===== src/rtl/kypd_key_emulator.sv =====
// rtl/kypd_key_emulator.sv - keypad-side responder for a 4x4 PmodKYPD column-scan interface
//
// Purpose
//   Passive keypad model. Accepts "press key K for N cycles" commands and pulls the
//   key's row line low whenever the scanner drives that key's column low, while the
//   modelled contact is closed. Contact bounce is modelled on press and release,
//   followed by an open-contact guard gap.
//
// Ports
//   clk         in   1       system clock
//   rst_n       in   1       asynchronous active-low reset
//   cmd_valid   in   1       press command valid
//   cmd_ready   out  1       high only while idle; command taken on cmd_valid & cmd_ready
//   cmd_key     in   4       key code 0x0-0xF (decoder encoding)
//   cmd_hold    in   HOLD_W  steady-closed duration in cycles, 0 behaves as 1
//   col_n       in   4       scanner column lines, active-low, asynchronous to clk
//   row_n       out  4       row lines back to the scanner, active-low, registered
//   key_active  out  1       high during BOUNCE_IN, HOLD and BOUNCE_OUT
//   press_done  out  1       one-cycle pulse on the last GAP cycle

module kypd_key_emulator #(
  parameter int HOLD_W        = 24,
  parameter int BOUNCE_CYCLES = 1000,
  parameter int BOUNCE_PERIOD = 100,
  parameter int GAP_CYCLES    = 1000
) (
  input  logic              clk,
  input  logic              rst_n,
  input  logic              cmd_valid,
  output logic              cmd_ready,
  input  logic [3:0]        cmd_key,
  input  logic [HOLD_W-1:0] cmd_hold,
  input  logic [3:0]        col_n,
  output logic [3:0]        row_n,
  output logic              key_active,
  output logic              press_done
);

  function automatic int max_int(input int a, input int b);
    return (a > b) ? a : b;
  endfunction

  // One shared cycle counter serves every timed state, so it must cover the
  // longest of the bounce window, the gap and the largest hold value.
  localparam int BNC_W = max_int($clog2(BOUNCE_CYCLES + 1), 1);
  localparam int GAP_W = max_int($clog2(GAP_CYCLES + 1), 1);
  localparam int CNT_W = max_int(max_int(BNC_W, GAP_W), HOLD_W);
  localparam int PH_W  = max_int($clog2(BOUNCE_PERIOD + 1), 1);

  localparam logic [CNT_W-1:0] BOUNCE_LAST =
    (BOUNCE_CYCLES > 0) ? CNT_W'(BOUNCE_CYCLES - 1) : '0;
  localparam logic [CNT_W-1:0] GAP_LAST =
    (GAP_CYCLES > 0) ? CNT_W'(GAP_CYCLES - 1) : '0;
  localparam logic [PH_W-1:0] PH_LAST =
    (BOUNCE_PERIOD > 0) ? PH_W'(BOUNCE_PERIOD - 1) : '0;
  localparam bit HAS_BOUNCE = (BOUNCE_CYCLES > 0);

  typedef enum logic [2:0] {
    S_IDLE,
    S_BOUNCE_IN,
    S_HOLD,
    S_BOUNCE_OUT,
    S_GAP
  } state_t;

  // Key code -> {row[1:0], col[1:0]} in the PmodKYPD layout:
  //   row3: 1 2 3 A, row2: 4 5 6 B, row1: 7 8 9 C, row0: 0 F E D
  //   listed from col3 down to col0.
  function automatic logic [3:0] key_pos(input logic [3:0] key);
    logic [3:0] pos;
    case (key)
      4'h0:    pos = {2'd0, 2'd3};
      4'h1:    pos = {2'd3, 2'd3};
      4'h2:    pos = {2'd3, 2'd2};
      4'h3:    pos = {2'd3, 2'd1};
      4'h4:    pos = {2'd2, 2'd3};
      4'h5:    pos = {2'd2, 2'd2};
      4'h6:    pos = {2'd2, 2'd1};
      4'h7:    pos = {2'd1, 2'd3};
      4'h8:    pos = {2'd1, 2'd2};
      4'h9:    pos = {2'd1, 2'd1};
      4'hA:    pos = {2'd3, 2'd0};
      4'hB:    pos = {2'd2, 2'd0};
      4'hC:    pos = {2'd1, 2'd0};
      4'hD:    pos = {2'd0, 2'd0};
      4'hE:    pos = {2'd0, 2'd1};
      default: pos = {2'd0, 2'd2};
    endcase
    return pos;
  endfunction

  state_t            state, state_d;
  logic [CNT_W-1:0]  cnt, cnt_d;
  logic [PH_W-1:0]   ph_cnt, ph_cnt_d;
  logic              bounce_closed, bounce_closed_d;
  logic [3:0]        key_q;
  logic [HOLD_W-1:0] hold_q;
  logic              latch_cmd;
  logic              contact;
  logic [CNT_W-1:0]  hold_last;

  logic [3:0]        col_meta, col_s;
  logic [3:0]        row_d;
  logic [3:0]        pos;
  logic [1:0]        key_row, key_col;

  // hold_q is never zero, so this subtraction cannot underflow.
  assign hold_last = CNT_W'(hold_q) - CNT_W'(1);

  // Contact bounce: a free phase counter inside the window flips the contact
  // every BOUNCE_PERIOD cycles. The initial level is set on window entry.
  always_comb begin
    state_d         = state;
    cnt_d           = cnt + CNT_W'(1);
    ph_cnt_d        = ph_cnt;
    bounce_closed_d = bounce_closed;
    latch_cmd       = 1'b0;
    cmd_ready       = 1'b0;
    key_active      = 1'b0;
    press_done      = 1'b0;
    contact         = 1'b0;

    if (state == S_BOUNCE_IN || state == S_BOUNCE_OUT) begin
      if (ph_cnt == PH_LAST) begin
        ph_cnt_d        = '0;
        bounce_closed_d = ~bounce_closed;
      end else begin
        ph_cnt_d = ph_cnt + PH_W'(1);
      end
    end

    case (state)
      S_IDLE: begin
        cmd_ready = 1'b1;
        cnt_d     = '0;
        if (cmd_valid) begin
          latch_cmd       = 1'b1;
          ph_cnt_d        = '0;
          bounce_closed_d = 1'b1;
          state_d         = HAS_BOUNCE ? S_BOUNCE_IN : S_HOLD;
        end
      end

      S_BOUNCE_IN: begin
        key_active = 1'b1;
        contact    = bounce_closed;
        if (cnt == BOUNCE_LAST) begin
          cnt_d   = '0;
          state_d = S_HOLD;
        end
      end

      S_HOLD: begin
        key_active = 1'b1;
        contact    = 1'b1;
        if (cnt == hold_last) begin
          cnt_d           = '0;
          ph_cnt_d        = '0;
          bounce_closed_d = 1'b0;
          state_d         = HAS_BOUNCE ? S_BOUNCE_OUT : S_GAP;
        end
      end

      S_BOUNCE_OUT: begin
        key_active = 1'b1;
        contact    = bounce_closed;
        if (cnt == BOUNCE_LAST) begin
          cnt_d   = '0;
          state_d = S_GAP;
        end
      end

      S_GAP: begin
        if (cnt == GAP_LAST) begin
          press_done = 1'b1;
          cnt_d      = '0;
          state_d    = S_IDLE;
        end
      end

      default: begin
        cnt_d   = '0;
        state_d = S_IDLE;
      end
    endcase
  end

  always_ff @(posedge clk or negedge rst_n) begin
    if (!rst_n) begin
      state         <= S_IDLE;
      cnt           <= '0;
      ph_cnt        <= '0;
      bounce_closed <= 1'b0;
      key_q         <= 4'h0;
      hold_q        <= HOLD_W'(1);
    end else begin
      state         <= state_d;
      cnt           <= cnt_d;
      ph_cnt        <= ph_cnt_d;
      bounce_closed <= bounce_closed_d;
      if (latch_cmd) begin
        key_q  <= cmd_key;
        hold_q <= (cmd_hold == '0) ? HOLD_W'(1) : cmd_hold;
      end
    end
  end

  // Row drive: only the latched key's row, only while the contact is closed and
  // the key's own column is low; other low columns are irrelevant.
  assign pos     = key_pos(key_q);
  assign key_row = pos[3:2];
  assign key_col = pos[1:0];

  always_comb begin
    row_d = 4'hF;
    if (contact && !col_s[key_col]) begin
      row_d[key_row] = 1'b0;
    end
  end

  // col_n is asynchronous: two flops before use, then the registered row_n,
  // giving a fixed three-cycle column-to-row latency.
  always_ff @(posedge clk or negedge rst_n) begin
    if (!rst_n) begin
      col_meta <= 4'hF;
      col_s    <= 4'hF;
      row_n    <= 4'hF;
    end else begin
      col_meta <= col_n;
      col_s    <= col_meta;
      row_n    <= row_d;
    end
  end

endmodule


===== config.mk =====
export PLATFORM = sky130hd
export DESIGN_NAME = kypd_key_emulator
export DESIGN_NICKNAME = d
export VERILOG_FILES = /design/src/rtl/kypd_key_emulator.sv
export SDC_FILE = /design/constraint.sdc
export NUM_CORES = 1
export LEC_CHECK = 0
export ABC_CLOCK_PERIOD_IN_PS = 5550
export CORE_UTILIZATION = 59
export CTS_CLUSTER_SIZE = 24
export DETAILED_ROUTE_END_ITERATION = 7
export GPL_ROUTABILITY_DRIVEN = 0
export PLACE_DENSITY = 0.82
export SLEW_MARGIN = 0
export SYNTH_ARGS = -nofsm -noshare
export SYNTH_HDL_FRONTEND = slang
export SYNTH_SLANG_ARGS = --single-unit

===== constraint.sdc =====
create_clock -name clk -period 5.55 [get_ports clk]
set_clock_uncertainty 0.05 [all_clocks]
set_input_delay 1.11 -clock clk [delete_from_list [all_inputs] [get_ports clk]]
set_output_delay 1.11 -clock clk [all_outputs]
set_load 0.1 [all_outputs]

# ---- After elaboration in Yosys (flattened, before gate mapping)
# Memory sizes are Yosys's and may differ from the RTL's.
# Cells that the tools add are included.
dict set report op_classes {
  add_sub_neg 3
  order_cmp 3
  n_eq_ne 12
  bitwise_logic 2
  muxes 32
  reduce_logical 10
}
# op count
set ops {}
lappend ops {{24-bit 2-to-1 mux} 3}
lappend ops {{24-bit case mux with 2 select lines} 1}
lappend ops {{7-bit 2-to-1 mux} 4}
lappend ops {{24-bit by 1-bit adder with 24-bit output (second input constant)} 1}
lappend ops {{24-bit by 10-bit == test with 1-bit output (second input constant)} 1}
lappend ops {{24-bit == test} 1}
lappend ops {{24-bit logical NOT} 1}
lappend ops {{24-bit by 1-bit subtractor with 24-bit output (second input constant)} 1}
lappend ops {{3-bit 2-to-1 mux} 5}
lappend ops {{3-bit case mux with 5 select lines} 1}
lappend ops {{7-bit case mux with 2 select lines} 1}
lappend ops {{1-bit 2-to-1 mux} 12}
lappend ops {{7-bit by 1-bit adder with 7-bit output (second input constant)} 1}
lappend ops {{7-bit == test (second input constant)} 1}
lappend ops {{3-bit by 2-bit == test with 1-bit output (second input constant)} 2}
lappend ops {{2-bit by 3-bit less-than comparator with 1-bit output (second input constant)} 2}
lappend ops {{2-bit inequality test (second input constant)} 3}
lappend ops {{3-bit OR reduction} 2}
lappend ops {{5-bit AND reduction} 1}
lappend ops {{4-bit 2-to-1 mux} 1}
lappend ops {{2-bit by 1-bit inequality test with 1-bit output (second input constant)} 2}
lappend ops {{4-bit NOT} 1}
lappend ops {{1-bit case mux with 2 select lines} 2}
lappend ops {{3-bit by 1-bit == test with 1-bit output (second input constant)} 1}
lappend ops {{10 further kinds} 11}
dict set report totals {
  in_bits 35
  rom_bits 64
  reg_bits 75
  elab_cells 72
  n_memories 1
}
# memory words width rd rd_clocked_by_memory_dff write_ports line
set mem_list {}
lappend mem_list {{(no name shown)} 16 4 1 0 0 71} ;# case (key)

# ---- Logic depth before layout (Yosys ltp)
# Gate-level depths: netlist (run 1).
# An unclocked memory read counts as a cell.
dict set report logic_depth {
  word_depth 7
  mapped_depth 10
  mapped_depth_nobuf 9
}

# ---- Least setup slack after synthesis (run 1)
# No wires, ideal clock.
dict set report synth_path {
  kind {register to register}
  startpoint {register state[2]}
  endpoint {register hold_q[17]}
  setup_slack_ps 1618
  period_less_slack_ps 3932
  path_buffers 2
  stages_incl_launch_ff 7
  t_arrival_ps 3765
  setup_time_ps 117
  path_cell_list {dfrtp_1 -> clkbuf_1 -> nor3_1 -> nand2_1 -> clkbuf_1 -> nand2_1 -> nand2_1}
}
dict set report synth_between {
  elab_chain_len 2
}
# item line
set synth_rtl {}
lappend synth_rtl {{from (decl)} 92} ;# state_t state, state_d;
lappend synth_rtl {{from (signal assigned)} 197} ;# state <= state_d;
lappend synth_rtl {{3-bit logical NOT} 132} ;# case (state)
lappend synth_rtl {{1-bit 2-to-1 mux} 132}
lappend synth_rtl {{to (signal assigned)} 203} ;# hold_q <= (cmd_hold == '0) ? HOLD_W'(1) : cmd_hold;
lappend synth_rtl {{to (decl)} 97} ;# logic [HOLD_W-1:0] hold_q;
# No other way between the ends.
# A chain may end at the register's enable or synchronous reset.

# ---- Final worst setup path (run 1)
dict set report layout_path {
  startpoint {register cnt[16]}
  endpoint {output press_done}
}
dict set report layout_between {
  elab_chain_len 3
}
# item line
set layout_rtl {}
lappend layout_rtl {{from (decl)} 93} ;# logic [CNT_W-1:0] cnt, cnt_d;
lappend layout_rtl {{from (signal assigned)} 198} ;# cnt <= cnt_d;
lappend layout_rtl {{24-bit by 10-bit == test with 1-bit output} 174} ;# if (cnt == GAP_LAST) begin
lappend layout_rtl {{1-bit 2-to-1 mux} 174}
lappend layout_rtl {{1-bit 2-to-1 mux} 132}
lappend layout_rtl {{to (decl)} 36} ;# output logic press_done
# No other way between the ends.

==> results of run 1 <==
[per-layer routing]
metal | track usage | part of all wire | routed length [um]
met1 | 0.376 | 0.45 | 5050
met2 | 0.468 | 0.46 | 5170
met3 | 0.0648 | 0.054 | 600
met4 | 0.149 | 0.033 | 372
met5 | 0 | 0 | 0
[worst max-delay path: stages, from the launching register on]
cell and delay (ns):
dfrtp_1 0.46, nor4_1 0.41, nand3_1 0.18, or4_1 0.67, nor2_1 0.15, clkdlybuf4s50_1 1.14
[flip-flops by register name, indices dropped and copies added (netlist names)]
register,flops
col_s,4
hold_q,24
state,3
key_q,4
ph_cnt,7
bounce_closed,1
row_n,4
cnt,24
col_meta,4
[cells by family (layout without fill, tap and decap cells)]
family                     count (synthesis)  count (layout)  synth area share
adders and majority gates                  3               3           0.00812
buffers and inverters                     44              75            0.0441
muxes                                      2               2           0.00460
DFF                                       75              75             0.409
and+or+nand+nor                          246             246             0.257
AOI/OAI and AO/OA                        106             106             0.160
xor gates and xnor gates                  62              62             0.117
[layout by cell type, fill, tap and decap left out, types with 3 or more instances in the layout]
cell type        synthesis  final
nor2_1                  26     26
inv_1                   13     13
o21ai_2                 17     17
inv_6                    0      3
dfrtp_1                 62     62
nor4_1                  17     17
o211ai_1                 7      7
nand2_1                116    116
and2_1                   3      3
ha_1                     3      3
nor3_1                  19     18
nand2b_1                 3      3
a211oi_1                 9      9
buf_4                    2      5
o21ai_0                 37     37
clkbuf_8                 0      9
and4_1                   3      3
and3_1                   4      4
nand3_1                 16     16
or4_1                    5      5
o21ai_1                  5      5
dfstp_2                 13     13
xor2_1                  22     22
xnor2_1                 40     40
a21oi_1                  8      8
clkdlybuf4s50_1          0     40
nand4_1                 13     13
or3_1                    6      6
[layout make-up]
class / count / area [um2]
timing repair buffer: 46 / 443
clock buffer: 10 / 128
clock inverter: 6 / 71.3
tap: 99 / 124
sequential: 75 / 1890
inverter: 13 / 48.8
multi-input combinational: 419 / 2530
fill: 587 / 2170
[report_power, final]
group          switching (mW)  total, mW  internal (mW)
clock                   0.223      0.435          0.212
sequential              0.114      0.755          0.641
combinational           0.250      0.459          0.208
total                   0.587       1.65           1.06
[worst paths after layout]
kind	start	to	slack (ns)	cells after the start
setup reg to reg	hold_q[4]	ph_cnt[1]	1.86	7
hold reg to reg	col_meta[1]	col_s[1]	0.31	0
setup / recovery	cnt[16]	press_done	1.01	5
max in group asynchronous	rst_n	col_s[2]	3.65	2
hold / removal	col_meta[1]	col_s[1]	0.31	0
min in group asynchronous	rst_n	hold_q[9]	0.78	1
==> metrics.txt, run 1 <==
final hold slack 0.309 ns; top_reg_cell synth dfrtp_1; post-synthesis register bit count 75; CTS H-tree lvls 3; HPWL Detailed 8010 um; post-CTS sizing 0; vias in the first global route 4,057; dpl cell area 5040 um2; Design Power 1.65 mW; antenna violations before repair 0; non-filler instance count after layout 668; Setup WS post-layout 1.01 ns; Yosys Warn Count 0; number of diodes 0; setup TNS 0 ns; clock latency at the later pin of the worst-skew pair 0.37 ns; net count after synthesis 576; Cells after Synth 538; crit path kind register to primary output; # DRC 0; CTS tree yes; drt total wl 11,200 um; status finished clean; Area Growth Syn to Fin 13.3%; # Max-Cap Violations 0; number of synthesized flops with an enable pin 0; transition time of the tightest slew-check pin 0.979 ns; area of all placed cells without fillers 5240 um2; Pre-antenna DRT Iters 5; Post-CTS Setup Bufs 0; ratio of final minimum period to clock period 0.817; fmax 220 MHz; Die W 90.5 um; die area 8200 um2; # placed instances 652; LEAKAGE 2.11 nW; final slew viol count 0; hold buffer count at cts 0; share of cells above drive strength 1 0.127; critical path arrival 3.38 ns; ranking of synthesized cells by area dfrtp_1 (34%), nand2_1 (9.4%), xnor2_1 (7.6%), dfstp_2 (7.4%), xor2_1 (4.2%); Final Core Density 0.707; CP Max Fanout 7; largest net degree at the start of global routing 40; sequential cell area fraction in the yosys report 0.409; Overflow after GRT 0; TritonCTS Buffers 9; DR vias 4,061; CP endpoint kind primary output; HP Class register to register; RSZ-0062 raised after global routing no; ys async rst share 1.00; clk sinks 75; total global routing track utilization 0.294; Vias/cell 6.08; CTS max path bufs 2; top cell type's share of synthesized area 0.335; Die Y-Extent 90.5 um; First DRT Iteration DRCs 188; Setup WS pre-CTS 1.43 ns; drt wl/cell 16.8 um; final net count 602; Final setup viols 0; core area 7410 um2; CP Launch Type register; I/O Pins 42; most frequent cells after synthesis nand2_1 (116), dfrtp_1 (62), xnor2_1 (40), o21ai_0 (37), nor2_1 (26); FP Rows 31; synthesized area 4630 um2; Max VDD drop 245 uV; initial core utilization 0.624; Root Buffer clkbuf_8; Final Hold Vio Count 0; Final ANT Viol Nets 0; most frequent cell after synthesis nand2_1; area leader, netlist dfrtp_1; Power per Cell Area 315 nW/um2; Worst EP required 4.39 ns; clk slew on worst S/H paths 0.08 ns; Slew HR 0.345; Final min period 4.54 ns; port bufs 41; Synth Area per Inst 8.60 um2; first-pass GRT wire length 18,900 um; Distinct cells, synth 60
No activity file was read; power rests on OpenSTA's default activity.
==> inputs of run 2 (changes only) <==
ABC_CLOCK_PERIOD_IN_PS = 4100   (was 5550)
CORE_UTILIZATION = 53   (was 59)
PLACE_DENSITY = 0.77   (was 0.82)
clock period = 4.1 ns   (was 5.55 ns; I/O delays follow)
==> run 2 against run 1 <==
Effect of this change:
- cell count rose by 1.0%
- hold slack gained 0.00099 ns
- critical path depth is 3 higher
- utilization fell by 7.8 points
- design area rose by 0.12%
- wire length down 1.3%
- die area up 11%
- sequential share of layout area about the same
- count of clock-buffer cells in the layout decreased by 1
- power is 33% higher
- highest routed layer unchanged
==> metrics.txt, run 2 (synthesis gave the netlist of run 1 again) <==
commonest non-fill, non-tap cell in the layout nand2_1; Max VDD drop 258 uV; Filler cells 709; Worst EP required 4.28 ns; initial core utilization 0.555; Final Hold Vio Count 0; critical path arrival 3.73 ns; clk sinks 75; Multi-input gate area 2530 um2; post-CTS sizing 0; drt wl/cell 16.4 um; hold buffer count at cts 0; port bufs 41; Final setup viols 0; share of cells above drive strength 1 0.135; core area 8340 um2; die area 9100 um2; FP Rows 33; RSZ-0062 raised after global routing no; Max stage delay on crit path 0.74 ns; antenna violations before repair 0; Slew HR 0.352; LEAKAGE 2.12 nW; CP Launch Type register; CTS max path bufs 2; ratio of final minimum period to clock period 0.865; number of diodes 0; Post-CTS Setup Bufs 0; Pre-antenna DRT Iters 5; crit path kind register to register; Seq. cell area 1890 um2; transition time of the tightest slew-check pin 0.970 ns; Vias/cell 6.09; Hold Crit Start col_meta[0]; Worst Setup SP hold_q[8]; Overflow after GRT 0; fmax 282 MHz; CP Max Fanout 19; # DRC 0; Die W 95.4 um; Regs by FF count cnt x24, hold_q x24, ph_cnt x7; I/O Pins 42; worst r2r src hold_q[8]; CP max-delay cell nor4_1; Setup WS post-layout 0.552 ns; setup TNS 0 ns; final net count 603; vias in the first global route 3,785; clk slew on worst S/H paths 0.09 ns; clock latency at the later pin of the worst-skew pair 0.36 ns; status finished clean; commonest non-fill, non-tap cells in the layout nand2_1 (116), dfrtp_1 (62), xnor2_1 (40); First DRT Iteration DRCs 380; drt total wl 11,100 um; Root Buffer clkbuf_8; Final min period 3.55 ns; total global routing track utilization 0.261; TritonCTS Buffers 9; Design Power 2.18 mW; # Max-Cap Violations 0; first-pass GRT wire length 18,200 um; CTS H-tree lvls 3; HPWL Detailed 7580 um; Area Growth Syn to Fin 13.4%; largest net degree at the start of global routing 76; CP endpoint kind register; Die Y-Extent 95.4 um; CTS tree yes; Power per Cell Area 416 nW/um2; final slew viol count 0; DR vias 4,111; Setup WS pre-CTS 0.632 ns; crit-path cells nor4_1 > nand4_1 > o21a_1 > or3_2 > a21oi_1 > o2111a_2 > buf_12 > o21ai_1; Final ANT Viol Nets 0; HP Class register to register
run 2: cell types whose count changed in the layout (fill, tap and decap cells not counted), sizes merged:
cell,previous run,this run
clkinv,0,3
clkinvlp,2,1
buf,6,10
clkbuf,10,9
bufinv,1,0
clkdlybuf4s50,40,37
run 2: worst paths after layout:
kind                                   end  slack [ns]  cells after the start
min in group asynchronous        hold_q[6]        0.53                      1
max in group asynchronous       hold_q[18]        2.81                      1
worst max register to register      cnt[3]        0.55                      8
worst min-delay path              col_s[0]        0.31                      0
worst max-delay path                cnt[3]        0.55                      8
worst min register to register    col_s[0]        0.31                      0
run 2: critical path: cells and delay by family, from the launching register on:
kind,cells,cell delay (ns)
compound gates,4,1.11
buf+inv,1,0.23
flops,1,0.49
simple gates,3,1.52
run 2: stage by stage:
step | std cells | utilization | instance area [um2] | hold slack [ns]
after floorplan | 538 | - | 4630 | 0.295
after global placement | 659 | 0.607 | 5060 | 0.295
after detailed placement | 659 | 0.607 | 5060 | 0.299
after CTS | 675 | 0.629 | 5250 | 0.313
after global routing | 675 | 0.629 | 5250 | 0.313
final | 675 | 0.629 | 5250 | 0.310
run 2: routing by layer:
metal,up-vias,track usage,share of wire
met4,0,0.0945,0.020
met2,150,0.409,0.47
met3,24,0.0447,0.057
met1,1989,0.362,0.45
met5,-,0,0
li1,1948,-,-
run 2: area by class of cell:
| class | count | share of cell area |
|---|---|---|
| Clock buffer | 9 | 0.0236 |
| Clock inverter | 7 | 0.0112 |
| Inverter | 13 | 0.00930 |
| Multi-Input combinational cell | 419 | 0.483 |
| Sequential cell | 75 | 0.361 |
| Tap cell | 105 | 0.0250 |
| Timing Repair Buffer | 47 | 0.0873 |
run 2: report_power, final:
group	internal, mW	switching, mW
Sequential	0.867	0.165
Combinational	0.283	0.334
Clock	0.229	0.307
Total	1.38	0.807
==> edit 1, RTL diff (flow settings as in run 2) <==
Set the parameter `HOLD_W` to 36 (it was 24).
--- a/src/rtl/kypd_key_emulator.sv
+++ b/src/rtl/kypd_key_emulator.sv
@@ -21,3 +21,3 @@
 module kypd_key_emulator #(
-  parameter int HOLD_W        = 24,
+  parameter int HOLD_W        = 36,
   parameter int BOUNCE_CYCLES = 1000,
Interface: changed (resized cmd_hold); port bits go from 42 to 54. No check against the original RTL was run, so the function may have changed too.
==> edit 1 against run 2 <==
Worst hold slack gained 2.0 ps; wire length up 29%; first-iteration DRC count shrank 12%; area after synthesis grew 28%; core utilization fell by 0.82 points; final area grew 29%; worst setup slack lost 220 ps; total power up 56%; sequential cell count is 24 higher.
==> edit 1: results (changes against run 2) <==
* PostCTS Resize Cnt at 0 (unchanged)
* Vias per inst at 6.153 (+1.0%)
* Drt first pass iters at 5 (unchanged)
* Slowest CP cell: or4_4
* Post-synth EDFFs at 0 (unchanged)
* Final nets at 701 (+16%)
* Vias in the first global route at 4834 (+28%)
* DR iter-0 viols at 335 (-12%)
* Synth area leaders: dfrtp_1 36%, xnor2_1 7.1%, mux2_2 6.8%
* Sequential share of the synthesized area at 42.06% (+1.1 points)
* Max Clock Freq at 265.5 MHz (-5.8%)
* Initial antenna violation count at 0 (unchanged)
* Worst R2R Setup Slack at 330 ps (-220 ps)
* H-tree Lvls at 3 (unchanged)
* I/O Buffers at 53 (+29%)
* Post-detail-place hpwl at 10.59 mm (+40%)
* Outcome: completed
* Asr flop ratio synth at 100.0% (unchanged)
* Hold crit path type: reg2reg
* Worst-path clk slew at ~100 ps
* List of most frequent post-synthesis cells: 86 x dfrtp_1, 48 x xnor2_1, 43 x a21oi_1
* Warnings, synthesis at 0 (unchanged)
* Diode count at 0 (unchanged)
* DP Worst Slack at 394.4 ps (-237.3 ps)
* Peak supply drop at 352.4 uV (+37%)
* Cts bufs inserted at 9 (unchanged)
* Fin Hold WS at 311.7 ps (+1.960 ps)
* Routed wire per std cell at 17.91 microns (+9.4%)
* CP peak stage delay at 560 ps (-180 ps)
* Total GRT Usage at 26.23% (+0.18 points)
* Critical Path AT at 3970 ps (+240 ps)
* Filler cells at 919 (+30%)
* Largest net degree at the start of global routing at 100 (+32%)
* Fraction of final layout cells sized beyond drive strength 1 at 13.72% (+0.21 points)
* Prevailing post-synth register cell: dfrtp_1
* Slew @ Worst Pin at 1019 ps (+49.01 ps)
* Biggest regs: cnt x36, hold_q x36, ph_cnt x7
* Syn nets at 663 (+15%)
* Lkg Pwr at 2.564 nW (+21%)
* First-pass GRT wire length at 23.45 mm (+29%)
* Clk Latency, worst-skew pair at 390 ps (+30 ps)
* CTS root buf: clkbuf_8
* Netlist cell types at 62 (+3.3%)
* CP max FO at 10 (-9)
* Setup Fix Bufs, Post-CTS at 0 (unchanged)
==> edit 1: layout make-up <==
| cell class | count | area, sq um | share of cell area [%] |
|---|---|---|---|
| multi-input combinational | 470 | 3259 | 48.21 |
| clock buffer | 9 | 123.9 | 1.832 |
| inverter | 10 | 37.54 | 0.5551 |
| tap | 140 | 175.2 | 2.591 |
| sequential | 99 | 2494 | 36.88 |
| clock inverter | 7 | 73.82 | 1.092 |
| timing repair buffer | 61 | 598.1 | 8.845 |
==> edit 1: worst paths after layout <==
kind	endpoint	depth (start not counted)	start
worst max-delay path	ph_cnt[6]	10	hold_q[1]
worst min register to register	col_s[2]	0	col_meta[2]
worst max register to register	ph_cnt[6]	10	hold_q[1]
worst min-delay path	col_s[2]	0	col_meta[2]
max in group asynchronous	cnt[2]	2	rst_n
min in group asynchronous	key_q[1]	2	rst_n
==> edit 1: power by group <==
group	switching, mW	leakage, nW	internal [mW]
Sequential	0.386	1.23	1.21
Combinational	0.642	1.23	0.547
Clock	0.342	0.104	0.286
==> edit 1: cell families (layout without fill, tap and decap cells) <==
| kind of cell | after synthesis | count (layout) | share of synthesized area, % |
|---|---|---|---|
| buf+inv | 44 | 87 | 3.039 |
| xor+xnor | 87 | 87 | 12.85 |
| simple gates | 242 | 242 | 23.49 |
| fa+ha+maj | 3 | 3 | 0.6332 |
| mux | 38 | 38 | 7.176 |
| compound gates | 100 | 100 | 10.74 |
| flops | 99 | 99 | 42.06 |
==> edit 1: through the flow <==
step                area [sq um]  util [%]  cells  total power, mW
floorplan                   5928         -    613            2.425
global placement            6564     60.29    780            2.719
detailed placement          6564     60.29    780            2.776
CTS                         6761     62.10    796            3.418
global route                6761     62.10    796            3.624
finish                      6761     62.10    796            3.414
==> edit 1: critical path: cells and delay by family (launching register included) <==
family	cells	cell delay (ps)
buffers and inverters	1	80
adders and majority gates	1	210
and+or+nand+nor	7	2520
DFF	1	410
AOI/OAI and AO/OA	1	380
==> edit 1: metal layers <==
layer / part of all wire (%) / up-vias / GRT usage [%]
met5: 0 / - / 0
met4: 3.1 / 0 / 10.86
met3: 5.5 / 34 / 5.387
met2: 46 / 171 / 41.21
met1: 45 / 2374 / 35.18
li1: - / 2319 / -
==> edit 2, RTL diff (flow settings as in run 2) <==
Without the edit above. Add an input register stage for `cmd_key`; this delays it by one clock. The other inputs are not delayed to match.
--- a/src/rtl/kypd_key_emulator.sv
+++ b/src/rtl/kypd_key_emulator.sv
@@ -37,2 +37,8 @@
 );
+
+  logic [3:0] cmd_key_q;
+
+  always_ff @(posedge clk) begin
+    cmd_key_q <= cmd_key;
+  end
 
@@ -201,3 +207,3 @@
       if (latch_cmd) begin
-        key_q  <= cmd_key;
+        key_q  <= cmd_key_q;
         hold_q <= (cmd_hold == '0) ? HOLD_W'(1) : cmd_hold;
Formal check against the unedited RTL: not equivalent (Yosys sat finds a counterexample within 4 cycles, from zero or initial values and one cycle with rst_n low).
==> edit 2 against run 2 <==
Area after synthesis up 1.7%; worst setup slack lost 33 ps; final area is 2.1% higher; via count down 1.8%; wire length rose by 0.80%; sequential cell count grew 4; maximum frequency decreased by 0.91%; total power increased by 4.8%; critical path type unchanged.
==> edit 2: results (changes against run 2) <==
* Mux contribution to synthesized area at 0.4520% (-0.0078 points)
* Hold path startpoint: col_meta[2]
* Netlist cell types at 61 (+1.7%)
* DP Worst Slack at 569.4 ps (-62.33 ps)
* Hold path endpoint: col_s[2]
* DR iter-0 viols at 327 (-14%)
* Peak supply drop at 348.9 uV (+35%)
* Sw frac at 36.19% (-0.72 points)
* Asr flop ratio synth at 94.94% (-5.1 points)
* Post-detail-place hpwl at 7.858 mm (+3.7%)
* Fin Hold WS at 311.1 ps (+1.399 ps)
* Relative slew slack at 24.32% (-11 points)
* Placed cell area at 5156 sq um (+1.8%)
* Synth area leaders: dfrtp_1 33%, nand2_1 9.3%, xnor2_1 7.4%
* Sequential share of the synthesized area at 41.93% (+1.0 points)
* Placed Cells at 669 (+1.5%)
* Warnings, synthesis at 0 (unchanged)
* Cts bufs inserted at 9 (unchanged)
* Largest net degree at the start of global routing at 51 (-33%)
* Clk Latency, worst-skew pair at 360 ps (about the same)
* CP delay by family, top: simple AND/OR/NAND/NOR gates
* Comb group at 0.629 mW (+2%)
* Worst-path clk slew at 90 ps (about the same)
* Syn nets at 580 (+0.69%)
* CP Launch Point: hold_q[8]
* Hold crit path type: reg2reg
* List of most frequent post-synthesis cells: 116 x nand2_1, 62 x dfrtp_1, 40 x xnor2_1
* Adder-cell share of the synthesized area at 0.7977% (-0.014 points)
* Vias per inst at 5.893 (-3.2%)
* Power per cell area at 427.4 nW/um^2 (+2.6%)
* Post-Syn Instances at 542 (+0.74%)
* Synth Area in Compound Gates at 15.69% (-0.27 points)
* Post-Synth XOR/XNOR Area at 11.54% (-0.20 points)
* Diode count at 0 (unchanged)
* CP peak stage delay at ~730 ps
* I/O Buffers at 41 (unchanged)
* Crit path launch type: register
* Lkg Pwr at 2.182 nW (+2.8%)
* Outcome: completed
* Worst Reg-to-Reg Cells at 8 (unchanged)
* Critical Path AT at 3770 ps (+40 ps)
* Final Routed Wirelength at 11.14 mm (+0.80%)
* Drt first pass iters at 5 (unchanged)
* Filler cells at 740 (+4.4%)
* Fraction of final layout cells sized beyond drive strength 1 at 13.86% (+0.36 points)
* Reg2reg end: cnt[6]
* Initial antenna violation count at 0 (unchanged)
* Hold path cells at 0 (unchanged)
* Total GRT Usage at 25.85% (-0.21 points)
* Final nets at 610 (+1.2%)
* Tcrit/Tclk final at 87.33% (+0.80 points)
* Vias in the first global route at 3753 (-0.85%)
* First-pass GRT wire length at 18.13 mm (-0.15%)
* Seq pwr share at 46.7% (-0.5 points)
* Worst R2R Setup Slack at 520 ps (-30 ps)
* Via Count at 4037 (-1.8%)
edit 2: changes by cell type after synthesis, sizes merged:
cell	before	now
dfxtp	0	4
edit 2: layer usage:
layer	wire, microns	global-route usage, %
met4	231	10.07
met5	0	0
met2	5188	41.19
met3	647	4.976
met1	5071	34.62
edit 2: kinds of logic after synthesis:
kind of cell,count (synthesis)
DFF,79
muxes,2
xor gates and xnor gates,62
buffers and inverters,44
and+or+nand+nor,246
AOI/OAI and AO/OA,106
adders and majority gates,3
edit 2: final cells by class:
| type | count | area (sq um) | share of cell area, % |
|---|---|---|---|
| flip-flops and latches | 79 | 1973 | 36.83 |
| clock buffers | 10 | 148.9 | 2.779 |
| multi-input cells | 419 | 2534 | 47.29 |
| repair buffers | 50 | 465.4 | 8.688 |
| clock inverters | 6 | 52.55 | 0.9808 |
| well taps | 108 | 135.1 | 2.522 |
| inverters | 13 | 48.80 | 0.9108 |
